--- config.mk ---
export PLATFORM = sky130hd
export DESIGN_NAME = delay_line_var
export DESIGN_NICKNAME = d
export VERILOG_FILES = /design/src/rtl/delay_line_var.sv
export SDC_FILE = /design/constraint.sdc
export NUM_CORES = 1
export LEC_CHECK = 0
export ABC_AREA = 1
export CORE_MARGIN = 5
export CORE_UTILIZATION = 55
export DETAILED_ROUTE_END_ITERATION = 16
export PLACE_DENSITY = 0.81
export SLEW_MARGIN = 10
export SYNTH_ARGS = -nofsm -noshare
export SYNTH_HDL_FRONTEND = slang
export SYNTH_SLANG_ARGS = --single-unit
--- constraint.sdc ---
create_clock -name clk_i -period 8.3 [get_ports clk_i]
set_input_delay 2.49 -clock clk_i [delete_from_list [all_inputs] [get_ports clk_i]]
set_output_delay 2.49 -clock clk_i [all_outputs]
set_load 0.01 [all_outputs]
--- src/rtl/delay_line_var.sv ---
// delay_line_var: multi-channel, runtime-programmable sample delay line.
// Each channel is delayed by De = min(delay_sel_i, MAX_DELAY) sample strobes
// using a circular buffer shared by all channels (one pointer set, one delay).
//
// Ports:
//   clk_i        system clock, rising edge
//   clr_i        synchronous active-high reset
//   en_i         sample strobe, one sample per channel per high cycle
//   flush_i      synchronous soft restart of pointer/fill state
//   delay_sel_i  requested delay in strobes (saturates at MAX_DELAY)
//   data_i       packed input samples, channel c at [c*DATA_WIDTH +: DATA_WIDTH]
//   data_o       packed delayed samples, same packing
//   valid_o      one-cycle pulse when data_o was updated
//   primed_o     fill history covers the current delay
module delay_line_var #(
  parameter int unsigned DATA_WIDTH = 24,
  parameter int unsigned N_CH       = 2,
  parameter int unsigned MAX_DELAY  = 16,
  parameter int unsigned DSEL_W     = $clog2(MAX_DELAY + 1)
) (
  input  logic                         clk_i,
  input  logic                         clr_i,
  input  logic                         en_i,
  input  logic                         flush_i,
  input  logic [DSEL_W-1:0]            delay_sel_i,
  input  logic [N_CH*DATA_WIDTH-1:0]   data_i,
  output logic [N_CH*DATA_WIDTH-1:0]   data_o,
  output logic                         valid_o,
  output logic                         primed_o
);

  localparam int unsigned BUS_W = N_CH * DATA_WIDTH;
  localparam int unsigned PTR_W = (MAX_DELAY > 1) ? $clog2(MAX_DELAY) : 1;
  // Wide enough to hold wr_ptr + MAX_DELAY without overflow.
  localparam int unsigned AW    = DSEL_W + 1;

  localparam logic [DSEL_W-1:0] MAX_D    = DSEL_W'(MAX_DELAY);
  localparam logic [PTR_W-1:0]  LAST_PTR = PTR_W'(MAX_DELAY - 1);

  logic [BUS_W-1:0]  mem [MAX_DELAY];
  logic [PTR_W-1:0]  wr_ptr;
  logic [DSEL_W-1:0] fill_cnt;

  logic              strobe_c;
  logic              hist_ok_c;
  logic [DSEL_W-1:0] de_c;
  logic [DSEL_W-1:0] fill_nxt_c;
  logic [PTR_W-1:0]  wr_ptr_nxt_c;
  logic [PTR_W-1:0]  rd_idx_c;
  logic [AW-1:0]     wr_ext_c;
  logic [AW-1:0]     de_ext_c;

  // Effective delay, read index (modulo MAX_DELAY) and next pointer/fill state.
  always_comb begin
    de_c         = (delay_sel_i > MAX_D) ? MAX_D : delay_sel_i;
    strobe_c     = en_i & ~clr_i & ~flush_i;
    wr_ext_c     = AW'(wr_ptr);
    de_ext_c     = AW'(de_c);
    // De == MAX_DELAY lands on wr_ptr itself: the slot about to be overwritten.
    if (wr_ext_c >= de_ext_c) begin
      rd_idx_c = PTR_W'(wr_ext_c - de_ext_c);
    end else begin
      rd_idx_c = PTR_W'(wr_ext_c + AW'(MAX_DELAY) - de_ext_c);
    end
    wr_ptr_nxt_c = (wr_ptr == LAST_PTR) ? '0 : wr_ptr + PTR_W'(1);
    fill_nxt_c   = (en_i && (fill_cnt != MAX_D)) ? fill_cnt + DSEL_W'(1) : fill_cnt;
    hist_ok_c    = (fill_cnt >= de_c);
  end

  // Sample storage; intentionally not reset, reads are gated by fill_cnt.
  always_ff @(posedge clk_i) begin
    if (strobe_c) begin
      mem[wr_ptr] <= data_i;
    end
  end

  // Pointer, fill tracking and registered outputs.
  always_ff @(posedge clk_i) begin
    if (clr_i || flush_i) begin
      data_o   <= '0;
      valid_o  <= 1'b0;
      primed_o <= 1'b0;
      wr_ptr   <= '0;
      fill_cnt <= '0;
    end else begin
      valid_o  <= en_i;
      primed_o <= (fill_nxt_c >= de_c);
      if (en_i) begin
        if (de_c == '0) begin
          data_o <= data_i;
        end else if (hist_ok_c) begin
          data_o <= mem[rd_idx_c];
        end else begin
          data_o <= '0;
        end
        wr_ptr   <= wr_ptr_nxt_c;
        fill_cnt <= fill_nxt_c;
      end
    end
  end

endmodule

==> results of run 1 <==
area by class of cell:
type | count | area [um^2]
repair buffers | 152 | 1490
diodes | 2 | 5.00
well taps | 790 | 988
flip-flops and latches | 827 | 24200
clock inverters | 39 | 322
multi-input cells | 2036 | 8790
inverters | 41 | 166
fillers | 4333 | 23200
clock buffers | 106 | 2210
sequential cells by signal, indices dropped and copies added (netlist names):
register	flops
mem	768
valid_o	1
wr_ptr	4
primed_o	1
data_o	48
fill_cnt	5
worst max-delay path by stage:
stage | startpoint | end | slack (ns) | cells after the start
2_1_floorplan | clr_i | mem[1][0]$_DFFE_PP_ | 1.32 | 5
3_3_place_gp | delay_sel_i[3] | data_o[13]$_SDFFE_PP0P_ | 2.12 | 15
3_5_place_dp | delay_sel_i[3] | data_o[21]$_SDFFE_PP0P_ | 2.05 | 15
4_1_cts | delay_sel_i[3] | data_o[21]$_SDFFE_PP0P_ | 2.61 | 15
5_1_grt | delay_sel_i[3] | data_o[19]$_SDFFE_PP0P_ | 2.35 | 15
6_report | delay_sel_i[3] | data_o[21]$_SDFFE_PP0P_ | 2.47 | 15
per-layer routing:
metal	routed length, um	part of all wire, %
met5	0	0
met4	3300	3.9
met3	8980	11
met2	41600	49
met1	31200	37
where the power goes:
group / internal (uW) / total (uW) / switching (uW)
clock: 2000 / 3510 / 1500
combinational: 303 / 1050 / 744
sequential: 4570 / 4580 / 11.2
tightest hold or removal path: stages, from the launching register on:
cell and delay (ns):
dfxtp_1 0.32, o21ai_0 0.07, a21oi_1 0.10
layout by cell type, fill, tap and decap left out, drive strengths merged, types with 4 or more instances in the layout:
cell type         n
nand2          1375
edfxtp          768
nand3           441
a21oi           106
clkbuf          106
clkdlybuf4s50   105
dfxtp            59
o21ai            52
buf              47
inv              41
clkinv           31
ha               19
nor2             19
nor3             11
xor2              5
bufinv            4
clkinvlp          4
cells by family after synthesis:
logic type | Yosys count
DFF | 827
xor gates and xnor gates | 6
AOI/OAI and AO/OA | 162
and+or+nand+nor | 1848
buffers and inverters | 225
adders and majority gates | 20
Yosys cell counts, drive strengths merged:
cell type     n
nand2      1375
edfxtp      768
nand3       441
buf         113
a21oi       106
clkbuf       71
dfxtp        59
o21ai        52
inv          39
ha           19
nor2         19
nor3         11
xor2          5
clkinv        2
nand4         2
a2111oi       1
a211oi        1
fa            1
o21bai        1
o221ai        1
xnor2         1
per-stage QoR:
step	power [uW]	area [um^2]	hold slack (ns)	std cells
floorplan	5360	33900	0.513	3088
global route	9460	38200	0.567	3992
global placement	5670	35700	0.508	3846
detailed placement	5690	35700	0.514	3846
CTS	9150	38200	0.535	3991
finish	9140	38200	0.528	3993
==> flow_summary.json, run 1 <==
{
  "die_h_um": 258,
  "boundaryPins": 107,
  "arrival_ns": 6.33,
  "clkSlewWorstSetupHoldPaths_ns": 0.06,
  "postCtsHoldBufs": 0,
  "antenna_found_initial": 2,
  "first_pass_iters": 5,
  "cp_slowest_cell": "fa_4",
  "relSlewSlack_pct": 13.6,
  "crit_top_cell": "nand2_1",
  "critical_path.startpoint_type": "input port",
  "wl_per_cell_um": 21.3,
  "drtAntennaViolNets": 0,
  "hold_depth": 2,
  "yosys.area.top_type": "edfxtp_1",
  "r2r_slack_ns": 4.84,
  "num_rows": 91,
  "hpwl_um": 41300,
  "use_met1_pct": 32.7,
  "die_area_mm2": 0.0666,
  "crit_chain": "clkdlybuf4s50_1 > nor2_1 > nand3_1 > a21oi_1 > ha_4 > inv_1 > fa_4 > buf_12 > nand3_1 > nand2_1 > nand2_1 > nand2_1 > nand2_1 > nand3_1 > a21oi_1",
  "grt_pass1_wl_um": 129000,
  "syn-num-nets": 3165,
  "clock_latency_ns": 0.62,
  "synth_top_area_share_pct": 68.1,
  "initialDrtViolationCount": 2774,
  "synth_xor_area_share_pct": 0.155,
  "fin_tns_setup_ns": 0,
  "worst_pin_slew_ns": 1.30,
  "finalNetCount": 3214,
  "yosysWarnings": 0,
  "initial_core_util_pct": 55.2,
  "cts.root.buffer_cell": "clkbuf_16",
  "worst_clock_skew_ns": 0.0220,
  "setup_viol": 0,
  "synth_cells": 3088,
  "clockBufferDepth": 3,
  "ctsResizeCount": 0,
  "rsz0062_at_grt": "false",
  "die_w_um": 258,
  "ir_drop_mv": 0.177,
  "ys_seq_area_share_pct": 71.6,
  "cts_setup_buffers": 0,
  "finish.utilization_pct": 62.3,
  "layout_setup_ws_ns": 2.47,
  "cts_buffers": 79,
  "synth.distinct_cells": 24,
  "wirelength_um": 85000,
  "synth-simple-area-share_pct": 22.2,
  "hold_end": "data_o[23]$_SDFFE_PP0P_",
  "crit_path_end_kind": "flop",
  "rr_worst_depth": 12,
  "cts_max_level": 3,
  "hp-class": "reg -> reg",
  "synth_top_family_by_area": "simple AND/OR/NAND/NOR gates",
  "synth-adder-area-share_pct": 0.761,
  "crit_path_max_fanout": 192,
  "muxShareOfSynthArea_pct": 0,
  "reg2reg_from": "wr_ptr[0]$_SDFFE_PP0P_",
  "area_growth_pct": 12.9,
  "grt-ovfl-total": 0,
  "hold_start": "data_o[23]$_SDFFE_PP0P_",
  "dpl_worst_slack_ns": 2.05,
  "gp_congestion": 0.797,
  "finalCritPeriodShare_pct": 70.3,
  "crit_path_max_incr_delay_ns": 0.85,
  "grt_most_used_layer": "met2",
  "synth-compound-area-share_pct": 2.43,
  "crit_family": "adder cells",
  "use_met2_pct": 41.7,
  "required_ns": 8.80,
  "syn_area_per_cell_um2": 11.0,
  "status": "finished, final reports clean",
  "synthTopCellsByArea": "edfxtp_1, nand2_1, nand3_1, dfxtp_1, a21oi_1",
  "track_usage_pct": 25.0,
  "cts_sinks": 827,
  "syn_area_mm2": 0.0339,
  "p_leak_uw": 0.0143,
  "grt_max_degree": 193,
  "cp_num_buf_inv": 3,
  "final_layout_size_suffix_gt1_share_pct": 6.03,
  "reg2reg_to": "data_o[21]$_SDFFE_PP0P_",
  "use_met3_pct": 4.22,
  "design.core.area_mm2": 0.0614,
  "ys_seq_elements": 827,
  "drv_cap": 0,
  "fmax_mhz": 171,
  "vias": 23300,
  "crit_type": "in -> reg",
  "period_minus_slack_ns": 5.83,
  "vias_per_cell": 5.84,
  "finalHoldViolations": 0,
  "numPortBuffers": 106,
  "drc": 0,
  "power_density_mw_per_mm2": 239,
  "slew_viol_final": 0,
  "first_global_vias": 22600,
  "cts_tree": "built"
}
Note: power is estimated with default switching activity, not from simulation.
==> run 2, diff against run 1 <==
Settings changed: PLACE_DENSITY 0.81 to 0.83.
Clock period 8.3 ns to 5.3 ns, I/O delays scaled along.
==> flow_summary.json, run 2 (same netlist as run 1, synthesis figures left out) <==
{
  "gp_congestion": 0.812,
  "place_area_mm2": 0.0362,
  "first_pass_iters": 8,
  "finalNetCount": 3238,
  "clockBufferDepth": 3,
  "clkSlewWorstSetupHoldPaths_ns": 0.06,
  "fillers": 4220,
  "setup_viol": 0,
  "vias": 23600,
  "p_leak_uw": 0.0146,
  "finalHoldViolations": 0,
  "initial_core_util_pct": 55.2,
  "grt-ovfl-total": 0,
  "hold_start": "data_o[46]$_SDFFE_PP0P_",
  "grt_pass1_wl_um": 131000,
  "crit_path_max_incr_delay_ns": 0.70,
  "top_register": "mem",
  "period_minus_slack_ns": 4.43,
  "crit_path_max_fanout": 61,
  "largest_reg_flops": 768,
  "rsz0062_at_grt": "false",
  "final_layout_size_suffix_gt1_share_pct": 6.67,
  "hp-class": "reg -> reg",
  "finalCritPeriodShare_pct": 83.6,
  "wirelength_um": 85800,
  "num_rows": 91,
  "crit_type": "in -> reg",
  "cts_buffers": 80,
  "power_density_mw_per_mm2": 376,
  "rr_worst_depth": 13,
  "area_growth_pct": 14.6,
  "crit_path_end_kind": "flop",
  "critical_path.startpoint_type": "input port",
  "die_area_mm2": 0.0666,
  "design.core.area_mm2": 0.0614,
  "drc": 0,
  "vias_per_cell": 5.89,
  "boundaryPins": 107,
  "cp_slowest_cell": "fa_4",
  "status": "finished, final reports clean",
  "worst_pin_slew_ns": 0.966,
  "required_ns": 5.79,
  "cts_max_level": 3,
  "drv_cap": 0,
  "cts_setup_buffers": 0,
  "arrival_ns": 4.92,
  "hold_depth": 2,
  "cp_num_buf_inv": 4,
  "final_cell_mix": "nand2_1, edfxtp_1, nand3_1, a21oi_1, clkdlybuf4s50_1",
  "r2r_slack_ns": 2.25,
  "cts_sinks": 827,
  "relSlewSlack_pct": 35.6,
  "final_area_mm2": 0.0388,
  "crit_family": "buffers and inverters",
  "hpwl_um": 43300,
  "ctsResizeCount": 0,
  "worst_clock_skew_ns": 0.0194,
  "clock_latency_ns": 0.62,
  "holdWs_ns": 0.528,
  "die_h_um": 258,
  "first_global_vias": 23200,
  "drtAntennaViolNets": 0,
  "die_w_um": 258,
  "largest_registers": "mem (768), data_o (48), fill_cnt (5)",
  "numPortBuffers": 106,
  "reg2reg_from": "wr_ptr[0]$_SDFFE_PP0P_",
  "crit_top_cell": "nand2_1",
  "postCtsHoldBufs": 0,
  "grt_max_degree": 167,
  "hold_end": "data_o[46]$_SDFFE_PP0P_",
  "crit_chain": "clkdlybuf4s50_1 > nor2_1 > nand3_1 > a21oi_1 > ha_4 > inv_1 > fa_4 > inv_6 > buf_12 > nand3_1 > nand2_1 > nand2_1 > nand2_1 > nand2_1 > nand3_1 > a21oi_1",
  "cts.root.buffer_cell": "clkbuf_16",
  "fmax_mhz": 226,
  "slew_viol_final": 0,
  "wl_per_cell_um": 21.4,
  "antenna_found_initial": 4,
  "ir_drop_mv": 0.305,
  "initialDrtViolationCount": 2966,
  "cts_tree": "built",
  "track_usage_pct": 25.3,
  "reg2reg_to": "data_o[32]$_SDFFE_PP0P_",
  "final_common_cell": "nand2_1"
}
run 2: cell count changes in the layout (fill, tap and decap cells not counted), moves of 2 or more:
cell        delta
clkinv_2       -7
clkinv_4       +2
clkinvlp_4     +2
buf_4          -2
buf_12        +25
nor3_4         +3
clkbuf_8       -3
bufinv_16      +6
nor3_2         -3
run 2: layout make-up:
type | count | area [um^2] | area share, %
clock inverters | 42 | 483 | 1.24
repair buffers | 175 | 1970 | 5.09
inverters | 41 | 166 | 0.429
clock buffers | 101 | 2140 | 5.52
well taps | 790 | 988 | 2.55
flip-flops and latches | 827 | 24200 | 62.5
multi-input cells | 2036 | 8810 | 22.7
diodes | 1 | 2.50 | 0.00645
run 2: worst register-to-register path, cell delays in order (launching register included):
cell and delay [ns]:
dfxtp_1 0.42, inv_1 0.16, ha_4 0.19, inv_1 0.11, fa_4 0.71, inv_6 0.26
buf_12 0.35, nand3_1 0.19, nand2_1 0.09, nand2_1 0.06, nand2_1 0.10, nand2_1 0.10
nand3_1 0.11, a21oi_1 0.08
run 2: metal layers:
metal  GRT usage, %  up-vias  part of all wire (%)
li1               -    10700                     -
met1           32.2    11100                    35
met2           43.4     1500                    50
met3           4.45      286                    11
met4           10.6        2                   4.2
met5              0        -                 0.013
run 2: worst max path at each step:
stage / startpoint / to / slack (ns) / depth (start not counted)
2_1_floorplan: clr_i / mem[1][0]$_DFFE_PP_ / -0.78 / 5
3_3_place_gp: delay_sel_i[3] / data_o[23]$_SDFFE_PP0P_ / 0.40 / 16
3_5_place_dp: delay_sel_i[3] / data_o[15]$_SDFFE_PP0P_ / 0.32 / 16
4_1_cts: delay_sel_i[3] / data_o[32]$_SDFFE_PP0P_ / 0.94 / 16
5_1_grt: delay_sel_i[3] / data_o[15]$_SDFFE_PP0P_ / 0.68 / 16
6_report: delay_sel_i[3] / data_o[32]$_SDFFE_PP0P_ / 0.87 / 16
run 2: metrics by stage:
| step | setup TNS, ns | total power [uW] | utilization, % | worst slack, ns | std cells |
|---|---|---|---|---|---|
| after floorplan | -298.76 | 8390 | - | -0.778 | 3088 |
| after global placement | 0 | 8940 | 59.0 | 0.397 | 3869 |
| after detailed placement | 0 | 8990 | 59.0 | 0.321 | 3869 |
| after CTS | 0 | 14600 | 63.2 | 0.938 | 4012 |
| after global routing | 0 | 15100 | 63.2 | 0.679 | 4012 |
| final | 0 | 14600 | 63.2 | 0.869 | 4013 |
run 2: power by group:
group	leakage (uW)	internal [uW]	total, uW	switching, uW
registers	0.00739	7160	7180	17.0
logic	0.00591	532	1720	1190
clock network	0.00127	3360	5700	2350
